### src/rtl/serial_add_sequencer_if.sv
`default_nettype none
// ============================================================================
// Module   : serial_add_sequencer_if
// Purpose  : Request/result bundle for the bit-serial adder. The sub signal
//            exists only when SERIAL_SUB_EN is defined.
// Revision : 1.0 - initial release
// ============================================================================
interface serial_add_sequencer_if #(
    parameter int WIDTH = 4
);
    logic             start;
    logic [WIDTH-1:0] a;
    logic [WIDTH-1:0] b;
    logic             busy;
    logic             done;
    logic [WIDTH-1:0] sum;
    logic             carry_out;
`ifdef SERIAL_SUB_EN
    logic             sub;

    modport master (output start, a, b, sub, input busy, done, sum, carry_out);
    modport slave  (input start, a, b, sub, output busy, done, sum, carry_out);
`else
    modport master (output start, a, b, input busy, done, sum, carry_out);
    modport slave  (input start, a, b, output busy, done, sum, carry_out);
`endif
endinterface
`default_nettype wire

### src/rtl/serial_add_sequencer.sv
`default_nettype none
// ============================================================================
// Module   : serial_add_sequencer
// Purpose  : Bit-serial WIDTH-bit adder, one shared full-adder cell, LSB first.
//            Optional macro SERIAL_SUB_EN adds a two's-complement subtract mode.
// Revision : 1.0 - initial release
// ============================================================================
module serial_add_sequencer #(
    parameter int WIDTH = 4
) (
    input  logic                   clk,
    input  logic                   rst,
    serial_add_sequencer_if.slave  bus
);
    localparam int c_CNT_W = $clog2(WIDTH);
    localparam int c_PW    = WIDTH - 1;
    localparam logic [c_CNT_W-1:0] c_LAST = c_CNT_W'(WIDTH - 1);

    typedef enum logic [1:0] {
        S_IDLE = 2'd0,
        S_ADD  = 2'd1,
        S_DONE = 2'd2
    } state_t;

    state_t             r_state;
    logic [WIDTH-1:0]   r_opa;
    logic [WIDTH-1:0]   r_opb;
    logic [WIDTH-1:0]   r_psum;
    logic               r_carry;
    logic [c_CNT_W-1:0] r_cnt;
    logic               r_busy;
    logic               r_done;
    logic [WIDTH-1:0]   r_sum;
    logic               r_carry_out;

    logic               w_sum_bit;
    logic               w_carry_next;
    logic [WIDTH-1:0]   w_psum_next;
    logic [WIDTH-1:0]   w_opb_load;
    logic               w_carry_init;

    assign w_sum_bit    = r_opa[0] ^ r_opb[0] ^ r_carry;
    assign w_carry_next = (r_opa[0] & r_opb[0]) | (r_opa[0] & r_carry) | (r_opb[0] & r_carry);
    assign w_psum_next  = {w_sum_bit, c_PW'(r_psum >> 1)};

`ifdef SERIAL_SUB_EN
    // A - B = A + ~B + 1: invert B and preload the carry on capture
    assign w_opb_load   = bus.b ^ {WIDTH{bus.sub}};
    assign w_carry_init = bus.sub;
`else
    assign w_opb_load   = bus.b;
    assign w_carry_init = 1'b0;
`endif

    always_ff @(posedge clk) begin
        if (rst) begin
            r_state     <= S_IDLE;
            r_opa       <= '0;
            r_opb       <= '0;
            r_psum      <= '0;
            r_carry     <= 1'b0;
            r_cnt       <= '0;
            r_busy      <= 1'b0;
            r_done      <= 1'b0;
            r_sum       <= '0;
            r_carry_out <= 1'b0;
        end else begin
            r_done <= 1'b0;
            case (r_state)
                S_IDLE: begin
                    if (bus.start) begin
                        r_opa   <= bus.a;
                        r_opb   <= w_opb_load;
                        r_carry <= w_carry_init;
                        r_psum  <= '0;
                        r_cnt   <= '0;
                        r_busy  <= 1'b1;
                        r_state <= S_ADD;
                    end
                end
                S_ADD: begin
                    r_opa   <= r_opa >> 1;
                    r_opb   <= r_opb >> 1;
                    r_psum  <= w_psum_next;
                    r_carry <= w_carry_next;
                    r_cnt   <= r_cnt + c_CNT_W'(1);
                    // Outputs load only here so they never expose partial sums
                    if (r_cnt == c_LAST) begin
                        r_sum       <= w_psum_next;
                        r_carry_out <= w_carry_next;
                        r_busy      <= 1'b0;
                        r_done      <= 1'b1;
                        r_state     <= S_DONE;
                    end
                end
                S_DONE: begin
                    r_state <= S_IDLE;
                end
                default: begin
                    r_busy  <= 1'b0;
                    r_state <= S_IDLE;
                end
            endcase
        end
    end

    assign bus.busy      = r_busy;
    assign bus.done      = r_done;
    assign bus.sum       = r_sum;
    assign bus.carry_out = r_carry_out;

endmodule
`default_nettype wire

### src/flat_wrapper.sv
// flat-port wrapper written by rule: the top's interface ports become plain ports
module serial_add_sequencer_flat 
#(
    parameter int WIDTH = 4
)
  (clk, rst, bus_start, bus_a, bus_b, bus_busy, bus_done, bus_sum, bus_carry_out);
  serial_add_sequencer_if #(.WIDTH(WIDTH)) bus_i ();
  input  logic clk;
  input  logic rst;
  input wire logic [$bits(bus_i.start)-1:0] bus_start;
  input wire logic [$bits(bus_i.a)-1:0] bus_a;
  input wire logic [$bits(bus_i.b)-1:0] bus_b;
  output wire logic [$bits(bus_i.busy)-1:0] bus_busy;
  output wire logic [$bits(bus_i.done)-1:0] bus_done;
  output wire logic [$bits(bus_i.sum)-1:0] bus_sum;
  output wire logic [$bits(bus_i.carry_out)-1:0] bus_carry_out;
  assign bus_i.start = bus_start;
  assign bus_i.a = bus_a;
  assign bus_i.b = bus_b;
  assign bus_busy = bus_i.busy;
  assign bus_done = bus_i.done;
  assign bus_sum = bus_i.sum;
  assign bus_carry_out = bus_i.carry_out;
  serial_add_sequencer #(.WIDTH(WIDTH)) u_core (.clk(clk), .rst(rst), .bus(bus_i));
endmodule
### config.mk
export PLATFORM = sky130hd
export DESIGN_NAME = serial_add_sequencer_flat
export DESIGN_NICKNAME = d
export VERILOG_FILES = /design/src/rtl/serial_add_sequencer_if.sv /design/src/rtl/serial_add_sequencer.sv /design/src/flat_wrapper.sv
export SDC_FILE = /design/constraint.sdc
export NUM_CORES = 1
export LEC_CHECK = 0
export BUFFER_PORTS_ARGS = -buffer_cell sky130_fd_sc_hd__buf_2
export CAP_MARGIN = 20
export CORE_UTILIZATION = 45
export DETAILED_ROUTE_END_ITERATION = 10
export GPL_ROUTABILITY_DRIVEN = 0
export PLACE_DENSITY = 0.71
export SLEW_MARGIN = 15
export SYNTH_ARGS = -nofsm -noshare
export SYNTH_HDL_FRONTEND = slang
export SYNTH_SLANG_ARGS = --single-unit
### constraint.sdc
create_clock -name clk -period 1.3 [get_ports clk]
set_input_delay 0.13 -clock clk [delete_from_list [all_inputs] [get_ports clk]]
set_output_delay 0.13 -clock clk [all_outputs]
set_load 0.01 [all_outputs]
; ---- Word-level counts from Yosys, hierarchy flattened
; Index checks and enable logic that the tools add are counted.
[word_totals]
output_inout_bits = 7
inputBits = 11
wordCells = 49
regBits = 24
[classes]
bitwise_logic = 9
mux = 17
eq_ne = 5
n_addsub = 1
n_reduce_logical = 7
[op_table]
columns = operator, n
row1 = $pmux W4 S2, 3
row2 = $mux W4, 3
row3 = $pmux W2 S2, 2
row4 = $mux W2, 3
row5 = $reduce_and A2 Y1, 3
row6 = $eq A2 B2 Y1 const B, 2
row7 = $mux W1, 4
row8 = $and A1 B1 Y1, 3
row9 = $pmux W1 S3, 1
row10 = $reduce_and A3 Y1, 1
row11 = $add A2 B1 Y2 const B, 1
row12 = $eq A2 B1 Y1 const B, 1
row13 = $logic_not A2 Y1, 1
row14 = $ne A2 B1 Y1 const B, 1
row15 = $ne A2 B2 Y1 const B, 1
row16 = $not A1 Y1, 2
row17 = $or A1 B1 Y1, 2
row18 = $pmux W1 S2, 1
row19 = $reduce_bool A2 Y1, 1
row20 = $reduce_or A2 Y1, 1
row21 = $xor A1 B1 Y1, 2

; ---- Longest topological paths before layout
[logic_depth]
depth_word = 4
ltp_mapped = 4
ltp_nobuf = 4

; ---- Worst setup path after synthesis
; OpenSTA, ideal clock, no wires.
[synth_timing]
path_kind = register to register
from = reg u_core.r_carry
to = reg u_core.r_psum[3]
path_stages_with_launch = 4
setup_slack_ps = 186
setup_ps = 128
n_path_buf = 0
t_arrival_ps = 986
path_cell_list = dfxtp_1 fa_1 a22oi_1 nor2_1
[synth_via]
elab_chain_cells = 2
[synth_rtl]
columns = item, line_no
row1 = from (decl), serial_add_sequencer.sv:29  ; logic r_carry;
row2 = from (signal assigned), serial_add_sequencer.sv:74  ; r_carry <= w_carry_init;
row3 = from (signal assigned), serial_add_sequencer.sv:85  ; r_carry <= w_carry_next;
row4 = $xor A1 B1 Y1, serial_add_sequencer.sv:42  ; assign w_sum_bit = r_opa[0] ^ r_opb[0] ^ r_carry;
row5 = net u_core.w_sum_bit, serial_add_sequencer.sv:36  ; logic w_sum_bit;
row6 = $pmux W4 S2, serial_add_sequencer.sv:69  ; case (r_state)
row7 = to (signal assigned), serial_add_sequencer.sv:84  ; r_psum <= w_psum_next;
row8 = to (decl), serial_add_sequencer.sv:28  ; logic [WIDTH-1:0] r_psum;
; The timed path passes the listed nets, and every way through them passes these cells.
; A chain may end at the register's enable or synchronous reset.

; ---- Worst setup path after layout
; Ends and elaborated chain as after synthesis.

==> flow_metrics.py <==
metrics = {
    "clock_network": {
        "cts.sinks": 23,
        "cts_setup_buffers": 0,
        "cts_root_buf": "clkbuf_4",
        "numCtsBuffers": 3,
        "h-tree-depth": 1,
        "cts_buffer_depth": 2,
        "clock_latency_ns": 0.30,
        "cts.reportedPaths.clkPinSlew_ns": 0.12,
        "cts_tree": "yes",
    },
    "logic_synthesis": {
        "synth.avg_cell_area_um2": 9.563,
        "synth.ff_latch_count": 23,
        "synthDistinctLibCells": 29,
        "netlist_area_um2": 937.1,
        "synth_seq_area_share_pct": 49.13,
        "netlist_instances": 98,
        "syn_nets": 111,
        "yosysWarnings": 0,
    },
    "timing": {
        "setup_violations": 0,
        "skew_ns": 0.008019,
        "hold_viol": 0,
        "period_share_pct": 90.42,
        "tightest_slew_ns": 0.4602,
        "final_max_slew_viol_count": 0,
        "slew-limit-headroom_pct": 69.26,
        "fmaxAchievable_mhz": 850.7,
        "setup_slack_ns": 0.1245,
        "setup_tns_ns": 0,
        "rsz0062_at_grt": "false",
        "fin_crit_ns": 1.176,
    },
    "worst_setup_path": {
        "endpoint": "u_core.r_psum[3]",
        "r2r-end": "u_core.r_psum[3]",
        "path_class": "register to register",
        "r2r_setup_slack_ns": 0.12,
        "arrival_ns": 1.38,
        "critPathLaunch": "u_core.r_carry",
        "worstPathMaxFanout": 2,
        "end_kind": "register",
        "worstSetupStartpointType": "register",
        "rr_worst_depth": 3,
        "required_ns": 1.51,
        "r2r_start": "u_core.r_carry",
    },
    "grt": {
        "grt-ovfl-total": 0,
        "grt_max_degree": 24,
        "track_usage_pct": 16.93,
        "grt_pass1_vias": 657,
        "grt_pass1_wl_um": 2649,
        "antenna_found_initial": 0,
    },
    "power_and_ir_drop": {
        "powerDensity_mw_per_mm2": 1126,
        "finalPower_mw": 1.243,
        "peakVddDrop_mv": 0.6210,
        "leakage_nw": 0.4430,
    },
    "layout": {
        "layout.nets": 133,
        "syn_to_final_growth_pct": 17.76,
        "multi_input_area_um2": 444.2,
        "final_util_pct": 56.25,
        "layout-drive-gt1-share_pct": 27.73,
        "seq_area_um2": 460.4,
        "stdcell_count": 146,
        "mostFrequentLayoutCell": "dfxtp_1",
        "final_cell_mix": "dfxtp_1 (23), buf_2 (17), nor2_1 (14), a21oi_1 (9), buf_4 (6)",
        "n_antenna_cell": 0,
        "fillerInstances": 197,
    },
    "die": {
        "die_area_mm2": 0.002269,
        "start_util_pct": 47.77,
        "die_x_um": 47.64,
        "io_pins": 18,
        "rows": 16,
        "die_y_um": 47.64,
        "fp.coreArea_mm2": 0.001962,
    },
    "route": {
        "routed.top_layer": "met4",
        "dr.pass1.iters": 4,
        "wl_per_cell_um": 11.66,
        "viasPerCell": 5.199,
        "route.detailed.drc": 0,
        "drt_iter0_drc": 7,
        "route.met3.wl_um": 57,
        "met2_length_um": 841,
        "vias": 759,
        "met1_length_um": 788,
        "antenna_left": 0,
        "routed_wl_um": 1702,
    },
    "placed_design": {
        "dp.cells": 142,
        "io_buffers": 17,
        "place_ws_ns": 0.07649,
        "dp_hpwl_um": 1265,
    },
    "run_status": {
        "status": "finished, final reports clean",
    },
    "run": {
        "drv_cap": 0,
    },
    "hold_path": {
        "hold_class": "input pin to register",
    },
}
kinds of logic (layout without fill, tap and decap cells):
| group | count (synthesis) | in the layout | share of synthesized area, % |
|---|---|---|---|
| adder cells (fa/ha/maj) | 2 | 2 | 3.471 |
| AND/OR/NAND/NOR | 36 | 36 | 20.43 |
| AO/OA/AOI/OAI | 24 | 24 | 17.36 |
| buffers and inverters | 8 | 29 | 4.273 |
| flip-flops | 23 | 23 | 49.13 |
| multiplexers | 5 | 5 | 5.341 |
registers in the layout, summed over array words and instances (netlist names):
| signal | flops |
|---|---|
| u_core.bus.busy | 1 |
| u_core.bus.carry_out | 1 |
| u_core.bus.done | 1 |
| u_core.bus.sum | 4 |
| u_core.r_carry | 1 |
| u_core.r_cnt | 2 |
| u_core.r_opa | 4 |
| u_core.r_opb | 4 |
| u_core.r_psum | 3 |
| u_core.r_state | 2 |
layout make-up:
class / instances / share of cell area (%)
Multi-Input combinational cell: 67 / 40.25
Tap cell: 27 / 3.061
Inverter: 2 / 0.6803
Clock buffer: 3 / 2.041
Sequential cell: 23 / 41.72
Clock inverter: 1 / 0.4535
Timing Repair Buffer: 23 / 11.79
where the power goes:
part,switching [mW],total (mW),internal [mW]
clock network,0.199,0.314,0.115
logic,0.0850,0.164,0.0793
registers,0.0250,0.765,0.740
worst min path at each step:
stage / startpoint / endpoint / slack, ns / cells past startpoint
5_1_grt: bus_a[3] / u_core.r_opa[3] / 0.1 / 3
2_1_floorplan: rst / u_core.r_opa[2] / 0.21 / 1
6_report: bus_b[3] / u_core.r_opb[3] / 0.10 / 3
4_1_cts: bus_b[3] / u_core.r_opb[3] / 0.09 / 3
3_3_place_gp: bus_a[3] / u_core.r_opa[3] / 0.41 / 3
3_5_place_dp: bus_a[3] / u_core.r_opa[3] / 0.43 / 3
cells in the mapped netlist:
cell,n,area share (%)
nor4b_1,2,1.9
buf_2,2,1.1
nand2_1,5,2.0
nor2b_1,1,0.67
o21ai_0,2,1.1
a21oi_1,9,4.8
buf_4,2,1.6
a2111oi_2,1,1.6
clkbuf_1,2,0.80
o31ai_1,1,0.80
or3b_2,1,0.93
ha_1,1,1.3
mux2i_1,5,5.3
nor3_1,1,0.53
inv_1,2,0.80
a22oi_1,5,4.0
nand3_1,5,2.7
nand3b_1,1,0.80
o21bai_1,1,0.80
o21ba_1,1,1.1
nand4bb_1,2,2.4
dfxtp_1,23,49
nor3b_1,1,0.80
nor4_1,1,0.67
nor2_1,14,5.6
and2b_1,1,0.80
a211oi_1,4,3.2
fa_1,1,2.1
nor2_2,1,0.67
worst max-delay path, cell delays in order (launching register included):
cell	delay (ns)
dfxtp_1	0.35
fa_1	0.50
a22oi_1	0.18
nor2_1	0.05
through the flow:
step                area (um^2)  hold slack (ns)
floorplan                 937.1           0.2060
global placement           1069           0.4118
detailed placement         1069           0.4292
CTS                        1096          0.09218
global route               1104          0.09756
finish                     1104           0.1024
per-layer routing:
layer	vias to the layer above	track usage (%)
met5	-	0
li1	392	-
met1	352	21.53
met3	2	3.396
met2	13	27.40
met4	0	8.333
what timing repair did:
action / CTS / global route
hold buffers: 0 / 0
gates resized for setup: 0 / 3
setup endpoints to repair: 0 / 7
No activity file was read; power rests on OpenSTA's default activity.
